<file path="src/rtl/seg7_scan_decoder.sv">
// seg7_scan_decoder
//
// Purpose:
//   This block recovers four decimal digits from a scanned, multiplexed
//   7-segment display bus. A digit is captured once its segment pattern and
//   digit strobe have been steady for STABLE_CNT consecutive cycles. After all
//   four digits have been seen, they are presented together as one frame.
//
// Parameters:
//   STABLE_CNT   Number of consecutive identical cycles before a capture.
//                Range 1..15.
//
// Ports:
//   clk          Single clock. All state changes on its rising edge.
//   rst          Synchronous, active-high reset. Takes priority over
//                everything else.
//   segment      Segment lines a..g. bit6 = a, bit0 = g, 1 = lit.
//   digit_sel    One-hot, active-high digit strobe. bit0 = digit 0.
//   ready        Consumer ready.
//   bcd_out      Decoded digits. [3:0] = digit 0 ... [15:12] = digit 3.
//   digit_err    Per-digit flag. 1 = pattern not recognised (value 4'hF).
//   valid        A complete frame is presented on bcd_out / digit_err.
//   overrun      Sticky. A completed frame was dropped while the previous
//                frame was still waiting.
//   dbg_state_o  Current FSM state. 0 = COLLECT, 1 = PRESENT.
//
// Configuration macro:
//   SEG7_BLANK_EN  When defined, the all-off pattern 0000000 decodes to
//                  4'hB (blank) with err = 0. Otherwise it is an error
//                  (4'hF, err = 1).
//
// Handshake:
//   A frame transfers on every rising edge where valid = 1 and ready = 1.
//   While valid = 1 and ready = 0, bcd_out, digit_err and valid stay
//   unchanged. valid never drops without a transfer, except on reset.
//   ready has no effect while valid = 0.
//
// All outputs come straight from flops. There is no combinational path
// from any input to any output.

module seg7_scan_decoder #(
  parameter int unsigned STABLE_CNT = 4
) (
  input  logic        clk,
  input  logic        rst,
  input  logic [6:0]  segment,
  input  logic [3:0]  digit_sel,
  input  logic        ready,
  output logic [15:0] bcd_out,
  output logic [3:0]  digit_err,
  output logic        valid,
  output logic        overrun,
  output logic        dbg_state_o
);

  localparam logic [3:0] STABLE_W = 4'(STABLE_CNT);

  typedef enum logic {
    ST_COLLECT = 1'b0,
    ST_PRESENT = 1'b1
  } state_e;

  // Returns {err, value}.
  function automatic logic [4:0] decode_seg(input logic [6:0] seg);
    logic [4:0] r;
    case (seg)
      7'b1111110: r = {1'b0, 4'h0};
      7'b0110000: r = {1'b0, 4'h1};
      7'b1101101: r = {1'b0, 4'h2};
      7'b1111001: r = {1'b0, 4'h3};
      7'b0110011: r = {1'b0, 4'h4};
      7'b1011011: r = {1'b0, 4'h5};
      7'b1011111: r = {1'b0, 4'h6};
      7'b1110000: r = {1'b0, 4'h7};
      7'b1111111: r = {1'b0, 4'h8};
      7'b1111011: r = {1'b0, 4'h9};
      7'b0000001: r = {1'b0, 4'hA};
`ifdef SEG7_BLANK_EN
      7'b0000000: r = {1'b0, 4'hB};
`endif
      default:    r = {1'b1, 4'hF};
    endcase
    return r;
  endfunction

  // Stability tracking
  logic [6:0]  prev_seg_q;
  logic [3:0]  prev_sel_q;
  logic [3:0]  cnt_q, cnt_d;
  logic        done_q, done_d;

  // Working frame
  logic [3:0]  mask_q, mask_d;
  logic [15:0] work_val_q, work_val_d;
  logic [3:0]  work_err_q, work_err_d;

  // Presented frame
  state_e      state_q, state_d;
  logic [15:0] bcd_q, bcd_d;
  logic [3:0]  err_q, err_d;
  logic        valid_q, valid_d;
  logic        overrun_q, overrun_d;

  logic        same;
  logic        one_hot;
  logic [3:0]  run;
  logic        capture;
  logic [3:0]  cap_bit;
  logic [4:0]  dec;
  logic [3:0]  mask_full;
  logic        frame_done;
  logic        load;
  logic        set_ovr;

  // Capture path: dwell counting, decode and working-frame update.
  always_comb begin
    same    = (segment == prev_seg_q) && (digit_sel == prev_sel_q);
    one_hot = $onehot(digit_sel);

    // run is the length of the current dwell including this cycle. It
    // saturates at STABLE_W, so capture lands on the STABLE_CNT-th cycle.
    if (!same) begin
      run = 4'd1;
    end else if (cnt_q >= STABLE_W) begin
      run = STABLE_W;
    end else begin
      run = cnt_q + 4'd1;
    end

    // done_q blocks a second capture within the same unbroken dwell.
    capture = one_hot && (run == STABLE_W) && !(same && done_q);
    cap_bit = capture ? digit_sel : 4'b0000;
    cnt_d   = one_hot ? run : 4'd0;
    done_d  = capture | (same & done_q);

    dec        = decode_seg(segment);
    work_val_d = work_val_q;
    work_err_d = work_err_q;
    for (int i = 0; i < 4; i++) begin
      if (cap_bit[i]) begin
        work_val_d[4*i +: 4] = dec[3:0];
        work_err_d[i]        = dec[4];
      end
    end

    mask_full  = mask_q | cap_bit;
    frame_done = &mask_full;
    mask_d     = frame_done ? 4'b0000 : mask_full;
  end

  // Frame FSM: next state and output-register loads.
  always_comb begin
    state_d = state_q;
    load    = 1'b0;
    set_ovr = 1'b0;
    case (state_q)
      ST_COLLECT: begin
        if (frame_done) begin
          load    = 1'b1;
          state_d = ST_PRESENT;
        end
      end
      ST_PRESENT: begin
        if (frame_done) begin
          // A same-cycle handshake frees the output registers for the
          // new frame. Otherwise the new frame is dropped.
          if (ready) begin
            load = 1'b1;
          end else begin
            set_ovr = 1'b1;
          end
        end else if (ready) begin
          state_d = ST_COLLECT;
        end
      end
      default: state_d = ST_COLLECT;
    endcase

    bcd_d     = load ? work_val_d : bcd_q;
    err_d     = load ? work_err_d : err_q;
    valid_d   = (state_d == ST_PRESENT);
    overrun_d = overrun_q | set_ovr;
  end

  always_ff @(posedge clk) begin
    if (rst) begin
      prev_seg_q <= 7'd0;
      prev_sel_q <= 4'd0;
      cnt_q      <= 4'd0;
      done_q     <= 1'b0;
      mask_q     <= 4'd0;
      work_val_q <= 16'h0000;
      work_err_q <= 4'h0;
      state_q    <= ST_COLLECT;
      bcd_q      <= 16'h0000;
      err_q      <= 4'h0;
      valid_q    <= 1'b0;
      overrun_q  <= 1'b0;
    end else begin
      prev_seg_q <= segment;
      prev_sel_q <= digit_sel;
      cnt_q      <= cnt_d;
      done_q     <= done_d;
      mask_q     <= mask_d;
      work_val_q <= work_val_d;
      work_err_q <= work_err_d;
      state_q    <= state_d;
      bcd_q      <= bcd_d;
      err_q      <= err_d;
      valid_q    <= valid_d;
      overrun_q  <= overrun_d;
    end
  end

  assign bcd_out     = bcd_q;
  assign digit_err   = err_q;
  assign valid       = valid_q;
  assign overrun     = overrun_q;
  assign dbg_state_o = state_q;

endmodule

</file>
<file path="config.mk">
export PLATFORM = sky130hd
export DESIGN_NAME = seg7_scan_decoder
export DESIGN_NICKNAME = d
export VERILOG_FILES = /design/src/rtl/seg7_scan_decoder.sv
export SDC_FILE = /design/constraint.sdc
export NUM_CORES = 1
export LEC_CHECK = 0
export BUFFER_PORTS_ARGS = -buffer_cell sky130_fd_sc_hd__buf_2
export CAP_MARGIN = 40
export CORE_AREA = 2 2 72 74
export DETAILED_ROUTE_END_ITERATION = 6
export DIE_AREA = 0 0 74 76
export GPL_TIMING_DRIVEN = 1
export PLACE_DENSITY = 0.8
export SYNTH_ARGS = -nofsm -noshare
export SYNTH_HDL_FRONTEND = slang
export SYNTH_SLANG_ARGS = --single-unit
</file>
<file path="constraint.sdc">
create_clock -name clk -period 8.2 [get_ports clk]
set_input_delay 1.64 -clock clk [delete_from_list [all_inputs] [get_ports clk]]
set_output_delay 1.64 -clock clk [all_outputs]
set_load 0.01 [all_outputs]
</file>
---- Word level (Yosys, flattened, before mapping) ----
Cells that the tools add are included.
storage, ports and cells
  flip-flop bits (word level) ............. 62
  input port bits ......................... 14
cells by class
  add/sub/neg operators ................... 4
  $lt $le $gt $ge ......................... 1
  eq/ne operators ......................... 15
  mux-type cells .......................... 21
  bitwise logic cells ..................... 6
  reductions and logical operators ........ 8
operators with widths
  cell                                                 count
  == test 7 bit, second input constant                 8
  one-hot mux 5 bit (11 select lines)                  1
  two-way mux 4 bit                                    7
  == test 7 x 6 -> 1 bit, second input constant        2
  two-way mux 1 bit                                    11
  == test 7 x 1 -> 1 bit, second input constant        1
  == test 7 bit                                        1
  adder 1 x 1 -> 2 bit                                 2
  adder 4 x 1 -> 4 bit, second input constant          1
  == test 4 x 3 -> 1 bit, second input constant        1
  == test 4 bit                                        1
  >= comparator 4 x 3 -> 1 bit, second input constant  1
  logical AND 1 bit                                    4
  OR 4 bit                                             1
  one-hot mux 1 bit (2 select lines)                   2
  AND reduction 4 bit                                  1
  OR reduction 2 bit                                   2
  adder 2 x 2 -> 3 bit                                 1
  == test 3 x 1 -> 1 bit, second input constant        1
  NOT 1 bit                                            2
  OR 1 bit                                             2
  bitwise AND 1 bit                                    1
  zero test 1 bit                                      1

---- Longest topological paths before layout ----
Gate-level depths: netlist (run 1).
  depth after elaboration ................. 12
  depth in mapped cells ................... 13
  gate-level depth less buffers ........... 12

---- Least setup slack after synthesis (run 1) ----
Ideal clock, no wire load.
  kind .................................... input to register
  start ................................... input digit_sel[0]
  end ..................................... register bcd_q[0], in the netlist bcd_out[0]
  setup time .............................. 0.121 ns
  arrival ................................. 4.446 ns
  required time ........................... 8.079 ns
  path slack .............................. 3.633 ns
  stages on the path ...................... 13
  path buffers ............................ 1
  path through ............................ inv_1 -> fa_1 -> inv_1 -> ha_1 -> ha_1 -> nor2_1 -> o211ai_1 -> nor2_1 -> a31oi_1 -> or4_4 -> nand2b_4 -> buf_6 -> mux2_4
between the ends
  cells in the longest elaborated chain, start to end .. 11
  elaborated cells between the ends (all ways) .. 18
  classes of those cells .................. add/sub (2); eq/ne (3); mux (6); bitwise (1); reduce/logical (6)
ends and longest elaborated chain
  what                                                                          RTL line  text
  from (decl)                                                                   47        input logic [3:0] digit_sel,
  parallel branches: the longest is 6 deep, another holds adder 2 x 2 -> 3 bit  --
  two-way mux 4 bit (*)                                                         132       cap_bit = capture ? digit_sel : 4'b0000;
  OR 4 bit                                                                      146       mask_full = mask_q | cap_bit;
  AND reduction 4 bit                                                           147       frame_done = &mask_full;
  two-way mux 1 bit, on equally long branches                                   164, 158
  one-hot mux 1 bit (2 select lines)                                            156       case (state_q)
  to (signal assigned)                                                          195       bcd_q <= 16'h0000;
  to (signal assigned)                                                          208       bcd_q <= bcd_d;
  to (decl)                                                                     99        logic [15:0] bcd_q, bcd_d;
Every way passes the cells marked *.
A chain may end at the register's enable or synchronous reset.

---- Worst setup path after layout (run 1) ----
  start ................................... input digit_sel[0]
  end ..................................... register bcd_q[7], in the netlist bcd_out[7]
The elaborated chain is that of the path after synthesis.

==> out/qor.txt, run 1 <==
Mapped Nets -> 295
hold path cells -> 2
Comb power frac -> 0.066
Power Internal -> 0.4766 mW
Ys Warns -> 0
Routed WL -> 4850 um
fin crit share -> 0.5708
Total GRT Usage -> 0.1971
Distinct cells, synth -> 46
vias -> 1918
filler cell count -> 388
FF+latch area -> 1241 um^2
clock transition at the registers of the reported paths -> 0.06 ns
Top FF cell, synth -> dfxtp_1
FMAX -> 213.6 MHz
io pins -> 37
share of cells above drive strength 1 -> 0.2806
drt wl/cell -> 12.76 um
die footprint -> 5624 um^2
cells after synthesis -> 277
# port buffers -> 36
Post-synth EDFFs -> 0
first-pass GRT wire length -> 8528 um
r2r endpoint -> bcd_out[7]
number of detailed-route iterations in the first pass -> 5
PwrDens -> 191.3 nW/um^2
1st-iter DRT viols -> 97
Routed Antenna Nets -> 0
slew margin rel. -> 0.5803
critical path arrival -> 4.90 ns
pin count of the biggest net entering global routing -> 30
post-CTS sizing -> 0
outcome -> complete, no violations
row cnt -> 26
R2R Setup Slk -> 5.35 ns
Tightest Pin Transition -> 0.6280 ns
ys async rst share -> 0
clock tree sinks -> 62
most frequent cells in the layout -> 62 x dfxtp_1, 40 x nor2_1, 36 x buf_2
max-cap viol count -> 0
Clk pwr share -> 0.431
Worst Path Max Fanout -> 20
share of power burned in registers -> 0.502
Hold Fails Final Rpt -> 0
sequential share of the synthesized area -> 0.4407
startpoint types -> primary input
Slew Viols, Final -> 0
VDD IR max -> 99.55 uV
area added between synthesis and finish -> 13.46%
min Tclk post-route -> 4.681 ns
final setup violation count -> 0
Hold Path Class -> flop to flop
Req. time, crit path -> 8.42 ns
switching power -> 0.1348 mW
Die Y -> 76 um
WHS Endpoint -> mask_q[1]
global placer's final weighted congestion -> 0.8112
n_diodes -> 0
fin nets -> 323
synthesized flop and latch total -> 62
commonest non-fill, non-tap cell in the layout -> dfxtp_1
average size of a mapped cell -> 10.17 um^2
Hold Startpoint -> mask_q[1]
initial core utilization -> 0.5734
reg2reg path depth -> 8
clock root cell -> clkbuf_8
CTS tree -> done
CP Capture Type -> flop
worst clock skew -> 0.008298 ns
Layout Utilization -> 0.6505
Switching Share -> 0.2204
Fin Setup TNS -> 0 ns
LEAKAGE -> 1.395 nW
grt ovf -> 0
reg2reg start -> cnt_q[0]
setup bufs post-CTS -> 0
clock insertion delay at the later pin of the skew report -> 0.33 ns
die width -> 74 um
vias per inst -> 5.047
clock buffer count from CTS -> 9
hpwl dp -> 3413 um
vias in the first global route -> 1872
initial antenna violation count -> 0
Longest Clk Path Bufs -> 2
critical path class -> primary input to flop
RSZ-0062 raised after global routing -> no
# H-tree levels -> 3
DRC viols -> 0
core box area -> 4912 um^2
cts hold-fix bufs -> 0
multi-input logic area -> 1436 um^2
mapped cell area -> 2816 um^2
## through the flow
stage / power, mW / hold slack, ns / cell area [um^2] / std cells / setup WS [ns]
3_3_place_gp: 0.3514 / 0.4645 / 2968 / 363 / 3.288
3_5_place_dp: 0.3545 / 0.4698 / 2995 / 364 / 3.174
4_1_cts: 0.6191 / 0.4844 / 3196 / 380 / 3.547
5_1_grt: 0.6361 / 0.5083 / 3196 / 380 / 3.344
6_report: 0.6114 / 0.4785 / 3196 / 380 / 3.519
2_1_floorplan: 0.3440 / 0.4383 / 2816 / 277 / 3.633
## power groups by stage
| stage | registers [mW] | clock network (mW) | logic, mW |
|---|---|---|---|
| global placement | 0.314 | 0 | 0.0378 |
| detailed placement | 0.314 | 0 | 0.0407 |
| floorplan | 0.313 | 0 | 0.0306 |
| CTS | 0.307 | 0.271 | 0.0407 |
| finish | 0.307 | 0.264 | 0.0406 |
| global route | 0.307 | 0.283 | 0.0459 |
## synth_stat cells (3+ instances only)
library cell / instances / area share
a31oi_1: 5 / 0.011
dfxtp_1: 62 / 0.44
and3_2: 4 / 0.011
mux2i_1: 12 / 0.043
a21oi_1: 6 / 0.011
nand2_1: 6 / 0.0080
or3_1: 3 / 0.0067
nor2b_1: 28 / 0.062
inv_1: 6 / 0.0080
mux2_4: 20 / 0.11
ha_1: 3 / 0.013
xnor2_1: 8 / 0.025
nor2_1: 40 / 0.053
clkbuf_1: 13 / 0.017
nand3_1: 7 / 0.012
a211oi_1: 8 / 0.021
buf_6: 5 / 0.020
nor3_1: 3 / 0.0053
## state kept, by name, summed over array words and instances, names as in the netlist
name,count
prev_sel_q,4
work_err_q,4
cnt_q,4
work_val_q,16
bcd_out,16
mask_q,4
prev_seg_q,7
overrun,1
valid,1
done_q,1
digit_err,4
## per-layer routing
metal | wire [um] | global-route usage | vias up | part of all wire
li1 | - | - | 997 | -
met1 | 2300 | 0.2575 | 880 | 0.47
met2 | 2323 | 0.2946 | 37 | 0.48
met3 | 165 | 0.05556 | 4 | 0.034
met4 | 61 | 0.1000 | 0 | 0.013
met5 | 0 | 0 | - | 0
## how the worst max path moves through the flow
| stage | start | end | slack [ns] | depth (start not counted) |
|---|---|---|---|---|
| floorplan | digit_sel[0] | bcd_out[0] | 3.63 | 13 |
| global placement | digit_sel[0] | digit_err[0] | 3.29 | 13 |
| detailed placement | digit_sel[0] | digit_err[1] | 3.17 | 13 |
| CTS | digit_sel[0] | bcd_out[2] | 3.55 | 13 |
| global route | digit_sel[0] | digit_err[2] | 3.34 | 13 |
| finish | digit_sel[0] | bcd_out[7] | 3.52 | 13 |
## cell type report
cell class | instances | share of cell area
clock buffer | 12 | 0.04855
clock inverter | 4 | 0.01410
inverter | 6 | 0.007048
multi-input combinational | 189 | 0.4495
sequential | 62 | 0.3884
tap | 70 | 0.02741
timing repair buffer | 37 | 0.06500
## kinds of logic after synthesis
group | share of synthesized area
adder cells (fa/ha/maj) | 0.02044
buffers and inverters | 0.04931
flip-flops | 0.4407
AND/OR/NAND/NOR | 0.2261
multiplexers | 0.1493
other | 0.001331
AO/OA/AOI/OAI | 0.06664
XOR/XNOR | 0.04620
## worst max-delay path, cell delays in order
cell      delay, ns
buf_2          0.12
inv_1          0.07
fa_1           0.53
inv_1          0.04
ha_1           0.17
ha_1           0.27
nor2_1         0.14
o211ai_1       0.12
nor2_1         0.34
a31oi_1        0.17
or4_4          0.58
nand2b_4       0.34
mux2_4         0.37
Note: power is estimated with default switching activity, not from simulation.
==> inputs of run 2 (changes only) <==
ABC_AREA = 1   (was unset)
CORE_AREA = 2 2 78 80   (was 2 2 72 74)
DIE_AREA = 0 0 80 82   (was 0 0 74 76)
PLACE_DENSITY = 0.72   (was 0.8)
clock period = 3.8 ns   (was 8.2 ns; I/O delays follow)
==> run 2 against run 1 <==
Combinational power is 100% higher. Synthesized cell count up 43%. Sequential power is 120% higher. Final area is 2.0% higher. Register-to-register slack lost 3.6 ns. Largest power group unchanged. Worst setup slack got worse by 3.1 ns. Die area up 17%. First-iteration DRC count grew 20%. Global-route usage shrank 2.1 points. Largest cell class unchanged.
==> out/qor.txt, run 2 <==
most frequent cells in the layout -> 87 x nand2_1, 67 x nor2_1, 62 x dfxtp_1
startpoint types -> primary input
clock buffer count from CTS -> 9 (unchanged)
Synth top area share -> 0.4435 (+0.002758)
outcome -> complete, no violations
reg2reg path depth -> 13 (+5)
fin crit share -> 0.8826
Longest Clk Path Bufs -> 2 (unchanged)
final setup violation count -> 0 (unchanged)
hpwl dp -> 3792 um (+11%)
VDD IR max -> 244.6 uV (+150%)
clock transition at the registers of the reported paths -> 0.07 ns (about the same)
fin nets -> 450 (+39%)
critical path arrival -> 3.62 ns (-1.28 ns)
# H-tree levels -> 3 (unchanged)
core box area -> 5746 um^2 (+17%)
Hold Fails Final Rpt -> 0 (unchanged)
hold path cells -> 2 (unchanged)
clock tree sinks -> 62 (unchanged)
Top FF cell, synth -> dfxtp_1
FMAX -> 298.2 MHz
LEAKAGE -> 1.561 nW (+12%)
critical path class -> primary input to flop
commonest non-fill, non-tap cell in the layout -> nand2_1
CTS tree -> done
Die Y -> 82 um (+7.9%)
row cnt -> 28 (+7.7%)
Commonest cells post-synth -> 87 x nand2_1, 67 x nor2_1, 62 x dfxtp_1
Met3 Routed Length -> 176 um (+6.7%)
PwrDens -> 429.1 nW/um^2 (+120%)
multi-input logic area -> 1252 um^2 (-13%)
clock root cell -> clkbuf_8
slew margin rel. -> 0.5098 (-0.07042)
ys async rst share -> 0 (unchanged)
Ys Warns -> 0 (unchanged)
Slew Viols, Final -> 0 (unchanged)
post-CTS sizing -> 0 (unchanged)
Distinct cells, synth -> 29 (-37%)
n_diodes -> 0 (unchanged)
Tightest Pin Transition -> 0.7344 ns (+0.1064 ns)
WL met2 -> 2576 um (+11%)
FF+latch area -> 1241 um^2 (unchanged)
Req. time, crit path -> 4.07 ns (-4.35 ns)
crit-path most repeated cell -> nand2_1
Mapped Nets -> 414 (+40%)
DRC viols -> 0 (unchanged)
filler cell count -> 594 (+53%)
grt ovf -> 0 (unchanged)
vias -> 2449 (+28%)
setup bufs post-CTS -> 0 (unchanged)
pin count of the biggest net entering global routing -> 42 (+40%)
Total GRT Usage -> 0.1761 (-0.02102)
Post-synth EDFFs -> 0 (unchanged)
vias in the first global route -> 2112 (+13%)
first-pass GRT wire length -> 8976 um (+5.3%)
max-cap viol count -> 0 (unchanged)
top post-synthesis cells by area -> dfxtp_1 44%, nand2_1 12%, nor2_1 9.0%, inv_1 6.6%, nand3_1 5.4%
synthesized flop and latch total -> 62 (unchanged)
wl on met1 -> 2572 um (+12%)
worst clock skew -> 0.01097 ns (+0.002675 ns)
dpl cells -> 496 (+36%)
mapped cell area -> 2799 um^2 (-0.62%)
RSZ-0062 raised after global routing -> no
initial core utilization -> 0.4872 (-0.08621)
Routed WL -> 5439 um (+12%)
CP Capture Type -> flop
Hold Path Class -> flop to flop
sequential share of the synthesized area -> 0.4435 (+0.002758)
cells after synthesis -> 396 (+43%)
min Tclk post-route -> 3.354 ns
Worst Path Max Fanout -> 41 (+110%)
top sig layer -> met4
io pins -> 37 (unchanged)
Routed Antenna Nets -> 0 (unchanged)
count leader, synth -> nand2_1
1st-iter DRT viols -> 116 (+20%)
die width -> 80 um (+8.1%)
average size of a mapped cell -> 7.068 um^2 (-30%)
initial antenna violation count -> 0 (unchanged)
die footprint -> 6560 um^2 (+17%)
leading area contributor after synthesis -> dfxtp_1
share of cells above drive strength 1 -> 0.1716 (-0.1090)
slowest cell delay on critical path -> 0.53 ns (-0.05 ns)
slowest CP cell -> fa_1
area added between synthesis and finish -> 16.50%
worst-path cell chain -> buf_2 -> inv_1 -> fa_1 -> inv_1 -> ha_1 -> ha_1 -> nor3b_1 -> o211ai_1 -> nor2_4 -> nand3_4 -> nand2_1 -> nand2_2 -> nor2_4 -> buf_12 -> nand2_1 -> nand2_1 -> nand2_1 -> nor2_1
cts hold-fix bufs -> 0 (unchanged)
global placer's final weighted congestion -> 0.8373 (+3.2%)
Final Non-Filler Cells -> 512 (+35%)
drt wl/cell -> 10.62 um (-17%)
clock insertion delay at the later pin of the skew report -> 0.33 ns (about the same)
# port buffers -> 36 (unchanged)
Fin Setup TNS -> 0 ns (unchanged)
number of detailed-route iterations in the first pass -> 5 (unchanged)
vias per inst -> 4.783 (-5.2%)
==> run 2: cell types whose count changed in the layout (fill, tap and decap cells not counted), moves of 17 or more <==
cell     change
mux2_4      -20
nand3_1     +23
nand2_1     +81
a21oi_1     +17
nor2_1      +27
o21ai_0     +19
nor2b_1     -28
inv_1       +43
==> run 2: report_power, final <==
group | leakage [nW] | switching [mW] | internal, mW
Combinational | 0.943 | 0.0530 | 0.0299
Sequential | 0.503 | 0.00365 | 0.658
Clock | 0.116 | 0.250 | 0.405
Total | 1.56 | 0.307 | 1.09
==> run 2: routing by layer <==
metal / track usage / up-vias
met4: 0.1000 / 0
li1: - / 1296
met5: 0 / -
met1: 0.2120 / 1099
met3: 0.03516 / 11
met2: 0.2942 / 43
==> run 2: path summary, 6_finish.rpt <==
kind / from / to / slack (ns)
setup reg to reg: cnt_q[0] / bcd_out[7] / 1.70
hold / removal: mask_q[3] / mask_q[3] / 0.45
setup / recovery: digit_sel[0] / bcd_out[7] / 0.45
hold reg to reg: mask_q[3] / mask_q[3] / 0.45
==> run 2: cell type report <==
cell class	count	area share
multi-input cells	263	0.3841
clock inverters	5	0.02494
clock buffers	11	0.04643
inverters	54	0.06216
repair buffers	42	0.07291
well taps	75	0.02878
flip-flops and latches	62	0.3807
==> run 2: cells by family (layout without fill, tap and decap cells) <==
group	after synthesis	after routing	share of synthesized area
AND/OR/NAND/NOR	205	205	0.3196
adder cells (fa/ha/maj)	4	4	0.02056
XOR/XNOR	5	5	0.01565
flip-flops	62	62	0.4435
AO/OA/AOI/OAI	48	48	0.09030
buffers and inverters	71	112	0.1091
other	1	1	0.001340
==> run 2: per-stage QoR <==
step	setup WS [ns]	power (mW)	instance area, um^2	hold WS (ns)	util
5_1_grt	0.1795	1.452	3261	0.4686	0.5675
6_report	0.4463	1.399	3261	0.4535	0.5675
2_1_floorplan	0.4616	0.7301	2799	0.4291	-
4_1_cts	0.4385	1.414	3261	0.4529	0.5675
3_5_place_dp	0.1076	0.7595	3028	0.4423	0.5270
3_3_place_gp	0.2034	0.7579	3028	0.4397	0.5270
==> run 2: worst max-delay path, delay by kind of cell <==
family / cells / cell delay [ns]
AND/OR/NAND/NOR: 10 / 1.24
adder cells (fa/ha/maj): 3 / 0.96
buffers and inverters: 4 / 0.46
AO/OA/AOI/OAI: 1 / 0.19
==> inputs of run 3 (changes only) <==
CORE_AREA = 2 2 74 76   (was 2 2 78 80)
DIE_AREA = 0 0 76 78   (was 0 0 80 82)
PLACE_DENSITY = 0.76   (was 0.72)
clock period = 3.7 ns   (was 3.8 ns; I/O delays follow)
==> run 3 against run 2 <==
Flip-flop and latch count stayed put. Combinational power is 5.4% higher. First-iteration DRC count is 16% lower. Final cell count is 0.39% lower. Clock skew is 0.0044 ns lower. Critical path type unchanged. Largest cell class unchanged.
==> out/qor.txt, run 3 (synthesized netlist as in run 2, its figures left out) <==
CTS tree -> done
global placer's final weighted congestion -> 0.8749 (+4.5%)
Slew Viols, Final -> 0 (unchanged)
Final WS setup -> 0.4076 ns (-0.03868 ns)
PwrDens -> 397.4 nW/um^2 (-7.4%)
hpwl dp -> 3806 um (+0.37%)
multi-input logic area -> 1252 um^2 (unchanged)
clock tree sinks -> 62 (unchanged)
pin count of the biggest net entering global routing -> 42 (unchanged)
LEAKAGE -> 1.545 nW (-1.0%)
core box area -> 5042 um^2 (-12%)
commonest non-fill, non-tap cell in the layout -> nand2_1
initial core utilization -> 0.5551 (+0.06794)
number of detailed-route iterations in the first pass -> 4 (-1)
# H-tree levels -> 3 (unchanged)
crit path from -> digit_sel[1]
Tightest Pin Transition -> 0.7360 ns (+0.001585 ns)
share of cells above drive strength 1 -> 0.1727 (+0.001103)
clock insertion delay at the later pin of the skew report -> 0.34 ns (about the same)
clock transition at the registers of the reported paths -> 0.07 ns (about the same)
Total GRT Usage -> 0.2041 (+0.02803)
VDD IR max -> 199.0 uV (-19%)
slew margin rel. -> 0.5088 (-0.001058)
first-pass GRT wire length -> 9860 um (+9.8%)
# port buffers -> 36 (unchanged)
Worst Path Max Fanout -> 41 (unchanged)
most frequent cells in the layout -> 87 x nand2_1, 67 x nor2_1, 62 x dfxtp_1
fin crit share -> 0.8898
outcome -> complete, no violations
Routed WL -> 5521 um (+1.5%)
area added between synthesis and finish -> 14.75%
CP Capture Type -> flop
RSZ-0062 raised after global routing -> no
Hold Fails Final Rpt -> 0 (unchanged)
reg2reg start -> prev_seg_q[4]
min Tclk post-route -> 3.292 ns
critical path class -> primary input to flop
vias in the first global route -> 2374 (+12%)
setup bufs post-CTS -> 0 (unchanged)
row cnt -> 26 (-7.1%)
Finished Cell Area -> 3212 um^2 (-1.5%)
clock root cell -> clkbuf_8
Hold Path Class -> flop to flop
fin nets -> 453 (+0.67%)
final setup violation count -> 0 (unchanged)
Longest Clk Path Bufs -> 2 (unchanged)
Fin Setup TNS -> 0 ns (unchanged)
die width -> 76 um (-5.0%)
cts hold-fix bufs -> 0 (unchanged)
Die Y -> 78 um (-4.9%)
DRC viols -> 0 (unchanged)
startpoint types -> primary input
grt ovf -> 0 (unchanged)
post-CTS sizing -> 0 (unchanged)
Routed Antenna Nets -> 0 (unchanged)
n_diodes -> 0 (unchanged)
vias -> 2463 (+0.57%)
FMAX -> 303.7 MHz
critical path arrival -> 3.57 ns (-0.05 ns)
Req. time, crit path -> 3.98 ns (-0.09 ns)
vias per inst -> 4.829 (+0.97%)
FF+latch area -> 1241 um^2 (unchanged)
filler cell count -> 461 (-22%)
Placed Area -> 3044 um^2 (+0.54%)
1st-iter DRT viols -> 97 (-16%)
max-cap viol count -> 0 (unchanged)
Hold Startpoint -> mask_q[2]
die footprint -> 5928 um^2 (-9.6%)
drt wl/cell -> 10.83 um (+1.9%)
io pins -> 37 (unchanged)
Total Power -> 1.276 mW (-8.8%)
clock buffer count from CTS -> 9 (unchanged)
initial antenna violation count -> 0 (unchanged)
post-placement setup slack -> 0.09375 ns (-0.01381 ns)
worst clock skew -> 0.006534 ns (-0.004440 ns)
-- run 3: changes by cell type in the layout (fill, tap and decap cells not counted), sizes merged --
cell	before	now
bufinv	2	0
clkinv	2	3
clkbuf	11	12
buf	42	45
-- run 3: per-stage QoR --
stage / utilization / hold slack, ns / instances
6_report: 0.6370 / 0.4562 / 510
5_1_grt: 0.6370 / 0.4852 / 510
4_1_cts: 0.6370 / 0.4548 / 510
3_5_place_dp: 0.6037 / 0.4457 / 494
3_3_place_gp: 0.6037 / 0.4409 / 494
2_1_floorplan: - / 0.4291 / 396
-- run 3: final timing paths --
path                end  slack, ns  cells past startpoint
max          bcd_out[7]       0.41                     18
min           mask_q[2]       0.46                      2
max reg2reg  bcd_out[7]       1.62                     17
min reg2reg   mask_q[2]       0.46                      2
-- run 3: critical path, stage by stage --
cell,delay [ns]
buf_2,0.11
inv_1,0.07
fa_1,0.51
inv_1,0.05
ha_1,0.17
ha_1,0.27
nor3b_1,0.30
o211ai_1,0.19
nor2_4,0.23
nand3_1,0.13
nand2_1,0.09
nand2_2,0.06
nor2_4,0.12
buf_12,0.20
nand2_1,0.09
nand2_1,0.06
nand2_1,0.04
nor2_1,0.10
-- run 3: area by class of cell --
cell class                      instances  area share
Multi-Input combinational cell        263      0.3899
Sequential cell                        62      0.3864
Timing Repair Buffer                   45     0.08103
Inverter                               54     0.06311
Clock buffer                           12     0.04519
Tap cell                               70     0.02727
Clock inverter                          4    0.007012
-- run 3: per-layer routing --
layer / track usage / part of all wire / up-vias
li1: - / - / 1305
met1: 0.2342 / 0.45 / 1095
met2: 0.3643 / 0.49 / 52
met3: 0.03721 / 0.042 / 11
met4: 0.1055 / 0.019 / 0
met5: 0 / 0 / -
-- run 3: where the power goes --
group	switching (mW)	internal, mW	leakage [nW]
logic	0.0556	0.0318	0.956
registers	0.00361	0.676	0.503
clock network	0.252	0.258	0.0861
